--- config.mk ---
export PLATFORM = sky130hd
export DESIGN_NAME = elevator_scan_ctrl
export DESIGN_NICKNAME = d
export VERILOG_FILES = /design/src/rtl/elevator_pkg.sv /design/src/rtl/elevator_req_latch.sv /design/src/rtl/elevator_scan_ctrl.sv
export SDC_FILE = /design/constraint.sdc
export NUM_CORES = 1
export LEC_CHECK = 0
export ABC_AREA = 1
export BUFFER_PORTS_ARGS = -buffer_cell sky130_fd_sc_hd__buf_2
export CAP_MARGIN = 30
export CORE_MARGIN = 3
export CORE_UTILIZATION = 56
export DETAILED_ROUTE_END_ITERATION = 16
export GPL_ROUTABILITY_DRIVEN = 0
export PLACE_DENSITY = 0.87
export SETUP_SLACK_MARGIN = 0.15
export SYNTH_ARGS = -nofsm -noshare
export SYNTH_HDL_FRONTEND = slang
export SYNTH_SLANG_ARGS = --single-unit
--- constraint.sdc ---
create_clock -name clk -period 3.7 [get_ports clk]
set_input_delay 0.37 -clock clk [delete_from_list [all_inputs] [get_ports clk]]
set_output_delay 0.37 -clock clk [all_outputs]
set_load 0.05 [all_outputs]
--- src/rtl/elevator_pkg.sv ---
// Shared types, motor encodings and SCAN helpers for the elevator controller.
package elevator_pkg;

    typedef enum logic [2:0] {
        ST_IDLE,
        ST_MOVE_UP,
        ST_MOVE_DOWN,
        ST_DOOR_OPEN,
        ST_DOOR_CLOSE,
        ST_FIRE_RECALL,
        ST_HOLD
    } state_t;

    localparam logic [1:0] MOTOR_STOP = 2'b00;
    localparam logic [1:0] MOTOR_UP   = 2'b01;
    localparam logic [1:0] MOTOR_DOWN = 2'b10;

    // Helpers work on a fixed-width vector; callers zero-extend their pending bits.
    localparam int MAX_FLOORS = 64;

    typedef struct packed {
        state_t next_state;
        logic   dir_up;
    } scan_dec_t;

    function automatic logic req_above(input logic [MAX_FLOORS-1:0] req,
                                       input int unsigned floor);
        logic [MAX_FLOORS-1:0] shifted;
        shifted = (req >> floor) >> 1;
        return |shifted;
    endfunction

    function automatic logic req_below(input logic [MAX_FLOORS-1:0] req,
                                       input int unsigned floor);
        logic [MAX_FLOORS-1:0] below_mask;
        below_mask = (MAX_FLOORS'(1) << floor) - MAX_FLOORS'(1);
        return |(req & below_mask);
    endfunction

    // SCAN choice made whenever the car is parked with the door shut.
    function automatic scan_dec_t scan_decide(input logic here, input logic dir_up,
                                              input logic above, input logic below);
        scan_dec_t d;
        d.next_state = ST_IDLE;
        d.dir_up     = dir_up;
        if (here) begin
            d.next_state = ST_DOOR_OPEN;
        end else if (dir_up && above) begin
            d.next_state = ST_MOVE_UP;
        end else if (!dir_up && below) begin
            d.next_state = ST_MOVE_DOWN;
        end else if (dir_up && below) begin
            d.next_state = ST_MOVE_DOWN;
            d.dir_up     = 1'b0;
        end else if (!dir_up && above) begin
            d.next_state = ST_MOVE_UP;
            d.dir_up     = 1'b1;
        end
        return d;
    endfunction

endpackage

--- src/rtl/elevator_req_latch.sv ---
// Pending-request register: sticky OR of incoming calls, masked clear (clear wins).
module elevator_req_latch
    import elevator_pkg::*;
#(
    parameter int NUM_FLOORS = 8,
    parameter int FLOOR_W    = $clog2(NUM_FLOORS)
) (
    input  logic                  clk,
    input  logic                  reset,
    input  logic [NUM_FLOORS-1:0] req_set,
    input  logic [NUM_FLOORS-1:0] req_clr,
    input  logic                  en,
    input  logic [FLOOR_W-1:0]    floor,
    output logic [NUM_FLOORS-1:0] pending,
    output logic                  any_above,
    output logic                  any_below
);

    logic [MAX_FLOORS-1:0] pend_ext;

    always_ff @(posedge clk or posedge reset) begin
        if (reset) begin
            pending <= '0;
        end else begin
            pending <= (pending | (en ? req_set : '0)) & ~req_clr;
        end
    end

    always_comb begin
        pend_ext                 = '0;
        pend_ext[NUM_FLOORS-1:0] = pending;
    end

    assign any_above = req_above(pend_ext, 32'(floor));
    assign any_below = req_below(pend_ext, 32'(floor));

endmodule

--- src/rtl/elevator_scan_ctrl.sv ---
// Single-car SCAN elevator controller with fire recall and power-fail hold.
// Optional DOOR_HOLD_EN adds a door_hold input that extends the door dwell.
module elevator_scan_ctrl
    import elevator_pkg::*;
#(
    parameter int NUM_FLOORS = 8,
    parameter int FLOOR_W    = $clog2(NUM_FLOORS),
    parameter int MOVE_TICKS = 8,
    parameter int DOOR_TICKS = 16
) (
    input  logic                  clk,
    input  logic                  reset,
    input  logic [NUM_FLOORS-1:0] call_up,
    input  logic [NUM_FLOORS-1:0] call_down,
    input  logic [NUM_FLOORS-1:0] car_req,
    input  logic                  fire_alarm,
    input  logic                  power_outage,
`ifdef DOOR_HOLD_EN
    input  logic                  door_hold,
`endif
    output logic [1:0]            motor,
    output logic                  door_open,
    output logic [FLOOR_W-1:0]    floor_display,
    output logic                  dir_up,
    output logic [NUM_FLOORS-1:0] pending,
    output logic                  emergency
);

    localparam int MOVE_W = (MOVE_TICKS > 1) ? $clog2(MOVE_TICKS) : 1;
    localparam int DOOR_W = (DOOR_TICKS > 1) ? $clog2(DOOR_TICKS) : 1;
    localparam logic [MOVE_W-1:0] MOVE_LOAD = MOVE_W'(MOVE_TICKS - 1);
    localparam logic [DOOR_W-1:0] DOOR_LOAD = DOOR_W'(DOOR_TICKS - 1);

    state_t               state, state_nx;
    logic [FLOOR_W-1:0]   floor_q, floor_nx, floor_up, floor_dn;
    logic                 dir_q, dir_nx;
    logic [MOVE_W-1:0]    move_cnt, move_nx;
    logic [DOOR_W-1:0]    door_cnt, door_nx;
    logic [NUM_FLOORS-1:0] req_clr;
    logic                 latch_en, any_above, any_below, hold_req;
    scan_dec_t            dec;

`ifdef DOOR_HOLD_EN
    assign hold_req = door_hold;
`else
    assign hold_req = 1'b0;
`endif

    assign floor_up = floor_q + FLOOR_W'(1);
    assign floor_dn = floor_q - FLOOR_W'(1);
    assign latch_en = (state != ST_FIRE_RECALL) && (state != ST_HOLD);

    elevator_req_latch #(
        .NUM_FLOORS (NUM_FLOORS),
        .FLOOR_W    (FLOOR_W)
    ) u_req_latch (
        .clk       (clk),
        .reset     (reset),
        .req_set   (call_up | call_down | car_req),
        .req_clr   (req_clr),
        .en        (latch_en),
        .floor     (floor_q),
        .pending   (pending),
        .any_above (any_above),
        .any_below (any_below)
    );

    always_ff @(posedge clk or posedge reset) begin
        if (reset) begin
            state    <= ST_IDLE;
            floor_q  <= '0;
            dir_q    <= 1'b1;
            move_cnt <= '0;
            door_cnt <= '0;
        end else begin
            state    <= state_nx;
            floor_q  <= floor_nx;
            dir_q    <= dir_nx;
            move_cnt <= move_nx;
            door_cnt <= door_nx;
        end
    end

    always_comb begin
        state_nx = state;
        floor_nx = floor_q;
        dir_nx   = dir_q;
        move_nx  = move_cnt;
        door_nx  = door_cnt;
        dec      = scan_decide(pending[floor_q], dir_q, any_above, any_below);

        case (state)
            ST_IDLE, ST_DOOR_CLOSE: begin
                if (state == ST_DOOR_CLOSE && hold_req) begin
                    state_nx = ST_DOOR_OPEN;
                    door_nx  = DOOR_LOAD;
                end else begin
                    state_nx = dec.next_state;
                    dir_nx   = dec.dir_up;
                    if (dec.next_state == ST_DOOR_OPEN) begin
                        door_nx = DOOR_LOAD;
                    end
                    // A nonzero count means a move interrupted by HOLD; resume it.
                    if ((dec.next_state == ST_MOVE_UP || dec.next_state == ST_MOVE_DOWN)
                        && move_cnt == '0) begin
                        move_nx = MOVE_LOAD;
                    end
                end
            end
            ST_MOVE_UP, ST_MOVE_DOWN: begin
                if (move_cnt == '0) begin
                    floor_nx = (state == ST_MOVE_UP) ? floor_up : floor_dn;
                    if (pending[floor_nx]) begin
                        state_nx = ST_DOOR_OPEN;
                        move_nx  = '0;
                        door_nx  = DOOR_LOAD;
                    end else begin
                        move_nx = MOVE_LOAD;
                    end
                end else begin
                    move_nx = move_cnt - MOVE_W'(1);
                end
            end
            ST_DOOR_OPEN: begin
                if (hold_req) begin
                    door_nx = DOOR_LOAD;
                end else if (door_cnt == '0) begin
                    state_nx = ST_DOOR_CLOSE;
                end else begin
                    door_nx = door_cnt - DOOR_W'(1);
                end
            end
            ST_FIRE_RECALL: begin
                if (floor_q == '0) begin
                    move_nx = '0;
                end else if (move_cnt == '0) begin
                    floor_nx = floor_dn;
                    move_nx  = (floor_dn == '0) ? '0 : MOVE_LOAD;
                end else begin
                    move_nx = move_cnt - MOVE_W'(1);
                end
            end
            default: ;
        endcase

        // Emergency inputs override whatever the normal sequencing chose.
        if (power_outage) begin
            state_nx = ST_HOLD;
            floor_nx = floor_q;
            dir_nx   = dir_q;
            move_nx  = move_cnt;
            door_nx  = door_cnt;
        end else if (fire_alarm) begin
            if (state != ST_FIRE_RECALL) begin
                state_nx = ST_FIRE_RECALL;
                floor_nx = floor_q;
                dir_nx   = dir_q;
                door_nx  = door_cnt;
                if (floor_q == '0) begin
                    move_nx = '0;
                end else if (move_cnt == '0) begin
                    move_nx = MOVE_LOAD;
                end else begin
                    move_nx = move_cnt;
                end
            end
        end else if (state == ST_FIRE_RECALL || state == ST_HOLD) begin
            state_nx = ST_IDLE;
            dir_nx   = 1'b1;
        end
    end

    always_comb begin
        req_clr = '0;
        if (state_nx == ST_FIRE_RECALL) begin
            req_clr = '1;
        end else begin
            if (state_nx == ST_DOOR_OPEN) begin
                req_clr = req_clr | (NUM_FLOORS'(1) << floor_nx);
            end
            if (state == ST_DOOR_OPEN) begin
                req_clr = req_clr | (NUM_FLOORS'(1) << floor_q);
            end
        end
    end

    always_comb begin
        motor     = MOTOR_STOP;
        door_open = 1'b0;
        emergency = 1'b0;
        case (state)
            ST_MOVE_UP:   motor = MOTOR_UP;
            ST_MOVE_DOWN: motor = MOTOR_DOWN;
            ST_DOOR_OPEN: door_open = 1'b1;
            ST_FIRE_RECALL: begin
                emergency = 1'b1;
                if (floor_q == '0) begin
                    door_open = 1'b1;
                end else begin
                    motor = MOTOR_DOWN;
                end
            end
            ST_HOLD: begin
                emergency = 1'b1;
                door_open = (move_cnt == '0);
            end
            default: ;
        endcase
    end

    assign floor_display = floor_q;
    assign dir_up        = dir_q;

endmodule
# [After elaboration in Yosys (flattened, before gate mapping)]
# Index checks and enable logic that the tools add are counted.
[classes] n_reduce_logical=21 magnitude_cmp=2 muxes=60 n_addsub=5 bitwise=8 n_eq_ne=15 n_shift=4
[op_table] op="3-bit 2-to-1 mux" n=27
[op_table] op="8-bit by 64-bit AND with 64-bit output" n=1
[op_table] op="64-bit OR reduction" n=1
[op_table] op="1-bit by 3-bit left shift with 64-bit output, first input constant" n=1
[op_table] op="8-bit by 3-bit >> shifter with 64-bit output" n=1
[op_table] op="64-bit by 2-bit subtractor with 64-bit output, second input constant" n=1
[op_table] op="63-bit OR reduction" n=1
[op_table] op="8-bit 2-to-1 mux" n=5
[op_table] op="8-bit OR" n=4
[op_table] op="4-bit 2-to-1 mux" n=7
[op_table] op="3-bit one-hot mux with 3 select lines" n=2
[op_table] op="1-bit by 3-bit left shift with 8-bit output, first input constant" n=2
[op_table] op="3-bit by 2-bit == test with 1-bit output, second input constant" n=5
[op_table] op="3-bit == test, second input constant" n=4
[op_table] op="3-bit zero test" n=4
[op_table] op="4-bit one-hot mux with 3 select lines" n=1
[op_table] op="1-bit 2-to-1 mux" n=11
[op_table] op="8-bit AND" n=1
[op_table] op="3-bit by 4-bit < comparator with 1-bit output, second input constant" n=2
[op_table] op="8-bit inverter" n=1
[op_table] op="1-bit binary-select mux with 3-bit select" n=2
[op_table] op="3-bit by 1-bit == test with 1-bit output, second input constant" n=2
[op_table] op="1-bit logical AND" n=6
[op_table] op="3-bit inequality test, second input constant" n=2
[op_table] op="15 further kinds" n=21
[totals] inputBits=28 output_inout_bits=16 word_cells=121 ff_bits=22

# [Longest topological paths before layout]
[depth] word_depth=21 mapped_depth=23 ltp_nobuf=21

# [Cells and area by module]
# Synthesis repeated with hierarchy kept, for this count alone.
[unflattened] cells_unflattened=361 area_unflattened_um2=2244.7
[by_module_without_submodules] mod="elevator_scan_ctrl" area_each_um2=1707.9 cells_each=283 instances=1 seq_area_each_um2=351.6
[by_module_without_submodules] mod="elevator_req_latch" area_each_um2=536.8 cells_each=78 instances=1 seq_area_each_um2=200.2

# [Worst setup path before layout]
# No wires, ideal clock.
[synth_timing] kind="register to register" start="register floor_q[0] (netlist: floor_display[0])" end="register door_cnt[2]" path_slack_ns=0.336 n_path_buf=2 t_required_ns=3.566 stages_incl_launch_ff=21 setup_time_ns=0.134 arrival_ns=3.230 period_less_slack_ns=3.364 cell_sequence="dfrtp_1 > buf_2 > buf_2 > inv_1 > ha_1 > nand2_2 > ha_1 > nand2_1 > nor2_1 > nand3_1 > nand3_1 > nand2_1 > nor2_1 > nand3_1 > nand3_1 > ha_1 > o21ai_0 > a211oi_1 > nand2_1 > o21ai_0 > o211ai_1"
[synth_via] elab_chain_cells=14 word_cells_on_any_way=29 cone_classes="add/sub (3); eq/ne (1); shift (2); mux (16); bitwise (1); reduce/logical (6)"
[synth_lines] element="from (decl)" line="elevator_scan_ctrl.sv:35" rtl="logic [FLOOR_W-1:0] floor_q, floor_nx, floor_up, floor_dn;"
[synth_lines] element="from (signal assigned)" line="elevator_scan_ctrl.sv:77" rtl="floor_q <= floor_nx;"
[synth_lines] element="1-bit by 3-bit left shift with 64-bit output" line="elevator_pkg.sv:36" rtl="below_mask = (MAX_FLOORS'(1) << floor) - MAX_FLOORS'(1);"
[synth_lines] element="64-bit by 2-bit subtractor with 64-bit output" line="elevator_pkg.sv:36"
[synth_lines] element="8-bit by 64-bit AND with 64-bit output" line="elevator_pkg.sv:37" rtl="return |(req & below_mask);"
[synth_lines] element="64-bit OR reduction" line="elevator_pkg.sv:37"
[synth_lines] element="1-bit logical AND" line="elevator_pkg.sv:52" rtl="end else if (dir_up && below) begin"
[synth_lines] element="4-bit 2-to-1 mux" line="elevator_pkg.sv:52"
[synth_lines] element="3-bit 2-to-1 mux" line="elevator_pkg.sv:50" rtl="end else if (!dir_up && below) begin"
[synth_lines] element="3-bit 2-to-1 mux" line="elevator_pkg.sv:48" rtl="end else if (dir_up && above) begin"
[synth_lines] element="3-bit 2-to-1 mux" line="elevator_pkg.sv:46" rtl="if (here) begin"
[synth_lines] element="3-bit by 2-bit == test with 1-bit output" line="elevator_scan_ctrl.sv:100" rtl="if (dec.next_state == ST_DOOR_OPEN) begin"
[synth_lines] element="4-bit 2-to-1 mux" line="elevator_scan_ctrl.sv:100"
[synth_lines] element="4-bit one-hot mux with 3 select lines (*)" line="elevator_scan_ctrl.sv:92" rtl="case (state)"
[synth_lines] element="4-bit 2-to-1 mux" line="elevator_scan_ctrl.sv:154" rtl="if (state != ST_FIRE_RECALL) begin"
[synth_lines] element="4-bit 2-to-1 mux (*)" line="elevator_scan_ctrl.sv:153" rtl="end else if (fire_alarm) begin"
[synth_lines] element="to (signal assigned)" line="elevator_scan_ctrl.sv:80" rtl="door_cnt <= door_nx;"
[synth_lines] element="to (decl)" line="elevator_scan_ctrl.sv:38" rtl="logic [DOOR_W-1:0] door_cnt, door_nx;"
# Mark *: on every way between the ends. The rest lies on a longest branch, timed or not. The select of a mux whose other input is x is not followed.
# A chain may end at the register's enable or synchronous reset.

# [Worst setup path in the final report]
# Ends and elaborated chain as after synthesis.

==> results.txt <==
Pre-antenna DRT Iters: 6
Max clock buf depth: 2
Clk Latency, worst-skew pair: 280 ps
Clock skew: 14.0 ps
Crit path cell chain: inv_1, ha_1, nand2_2, ha_1, nor2_1, a21oi_1, nand2_1, nor2_1, nand2_1, nor2_1, nand3_1, nand3_1, ha_1, o21ai_0, a211oi_1, nand2_1, inv_1, nand2_1, o211ai_1
Fillcell total: 348
Final wirelength: 6.02 mm
I/O pin total: 44
Starting Density: 58.9%
Hold Violations, Final: 0
GRT overflow: 0
Fin crit period: 3090 ps
Nets: 434
CP Class: reg2reg
Reported max-cap violation count: 0
Worst min path class: in2async
Vias in the first global route: 2087
Top cell type by total area after synthesis: dfrtp_1
Final Max Slew Viols: 0
Synth warn: 0
Synth top area cells: dfrtp_1 24%, nand2_1 13%, inv_1 8.6%
Synth async-reset ratio: 100%
Antenna viol nets, final: 0
Fmax: 323 MHz
Placed cells: 437
Power per cell area: 722 nW/um^2
Most used cell along the critical path: nand2_1
Tightest Pin Transition: 871 ps
CTS tree: yes
Syn Area/Cell: 6.23 um^2
Fraction of layout cells with a size suffix above 1: 18.1%
Syn-to-layout area delta: 13.7%
Vias per cell: 5.68
Static Leak: 1.30 nW
Max-slew headroom: 41.9%
Die Height: 68.5 um
Critical path fanouts, max: 8
Mapped Area: 2190 um^2
CP top delay family: simple AND/OR/NAND/NOR gates
Die Footprint: 4690 um^2
Routed wire per std cell: 13.7 um
Critical Path End Type: register
Final setup fails: 0
Chip width: 68.5 um
#FFs+latches synth: 22
RSZ-0062 raised after global routing: no
Arr. time, crit path: 3280 ps
Clk sinks: 22
Worst Path Required: 3890 ps
Buf/Inv on CP: 2
Dpl hpwl: 4.68 mm
Root Buffer: clkbuf_8
Total number of vias: 2505
Unique cell type count in the Yosys netlist: 32
Ant. Diodes: 0
Commonest register cell after synthesis: dfrtp_1
DRT iter0 DRCs: 239
Num CTS Buffers: 3
Post-Syn Instances: 351
TNS Setup: 0 ps
Max VDD drop: 364 uV
GRT Util Overall: 27.1%
Crit path launch type: register
Tcrit/Tclk final: 83.6%
First-pass GRT wire length: 9.66 mm
Core area: 3720 um^2
Largest net degree at the start of global routing: 23
Slowest library cell on the worst path: dfrtp_2
Worst-path clk slew: 90 ps
Top cell type's share of synthesized area: 24.0%
Non-Filler Instances: 441
Pwr Total: 0.00180 W
Antenna violations before repair: 0
Post-CTS Setup Inserts: 0
Number of synthesized flops with an enable pin: 0
Port bufs: 43
Synth Net Count: 391
H-Tree Depth: 1
Util after Layout: 66.9%
Share of the yosys chip area belonging to registers: 25.2%
DRC: 0
Rows: 22
Delay of the slowest cell on the worst path: 470 ps
Status: finished, final reports clean
-- sequential cells by signal, indices dropped and copies added (netlist names) --
register,cells
move_cnt,3
dir_up,1
floor_display,3
u_req_latch.pending,8
state,3
door_cnt,4
-- per-layer routing --
metal  GRT usage, %  vias up  wire (um)  part of all wire (%)
li1               -     1237          -                     -
met1           39.0     1123       2700                    45
met2           40.8      140       2710                    45
met3           5.35        5        545                   9.1
met4           7.44        0         56                  0.93
met5              0        -          0                     0
-- report_power, final --
group | switching [W] | internal (W)
sequential | 0.0000899 | 0.000318
clock | 0.0000898 | 0.0000773
combinational | 0.000842 | 0.000380
-- cell families after synthesis --
kind of cell             synth area share, %
flip-flops                              25.2
AND/OR/NAND/NOR                         33.7
buffers and inverters                   11.4
adder cells (fa/ha/maj)                 6.86
AO/OA/AOI/OAI                           22.0
XOR/XNOR                               0.801
-- Yosys cell counts, types with 3 or more instances --
master and number:
a21oi_1 16, a31oi_1 5, dfrtp_1 21, ha_1 12, inv_1 50, inv_2 6, nand2_1 73, nand2_2 4
nand3_1 26, nor2_1 40, nor2_2 4, nor3_1 17, o211ai_1 4, o21ai_0 35, o21bai_1 8, o31ai_1 4
or2_0 3
-- layout by cell type, fill, tap and decap left out, types with 2 or more instances in the layout --
cell type and instances:
o31ai_1 4, a31oi_1 5, clkbuf_8 3, o21bai_1 8, nor2_1 40, nand2_2 4
or2_0 3, ha_1 11, nand3_1 26, dfrtp_1 20, o22ai_1 2, buf_2 43
o21ai_0 35, xnor2_1 2, a21oi_2 2, nand2_1 73, a21oi_1 16, o211ai_1 4
inv_2 7, nor3_1 17, nor2_4 2, a211oi_1 2, inv_1 49, nor2_2 4
-- path summary, 6_finish.rpt --
path,from,to,slack [ps],depth (start not counted)
worst min register to register,dir_up$_DFFE_PP1P_,dir_up$_DFFE_PP1P_,540,2
max in group asynchronous,reset,floor_display[0]$_DFF_PP0_,2860,2
min in group clk,power_outage,state[2]$_DFF_PP0_,400,3
worst max-delay path,floor_display[0]$_DFF_PP0_,door_cnt[2]$_DFFE_PP0P_,610,19
worst max register to register,floor_display[0]$_DFF_PP0_,door_cnt[2]$_DFFE_PP0P_,610,19
worst min-delay path,reset,u_req_latch.pending[0]$_DFF_PP0_,250,2
-- stage by stage --
step / setup WS, ps / area, um^2 / hold slack [ps]
after global routing: 156 / 2490 / 337
final: 607 / 2490 / 254
after floorplan: 336 / 2190 / 358
after CTS: 588 / 2480 / 289
after detailed placement: 632 / 2440 / 525
after global placement: 693 / 2440 / 515
-- cell type report --
class | count | area [um^2] | area share [%]
Inverter | 57 | 216 | 8.70
Timing Repair Buffer | 44 | 223 | 8.95
Sequential cell | 22 | 553 | 22.2
Clock buffer | 4 | 45.0 | 1.81
Multi-Input combinational cell | 266 | 1390 | 55.9
Tap cell | 48 | 60.1 | 2.41
-- what timing repair did --
item | 4_1_cts | 5_1_grt
resized for setup | 0 | 3
setup endpoints to repair | 0 | 7
hold buffers | 0 | 0
(Power assumes the default switching activity.)
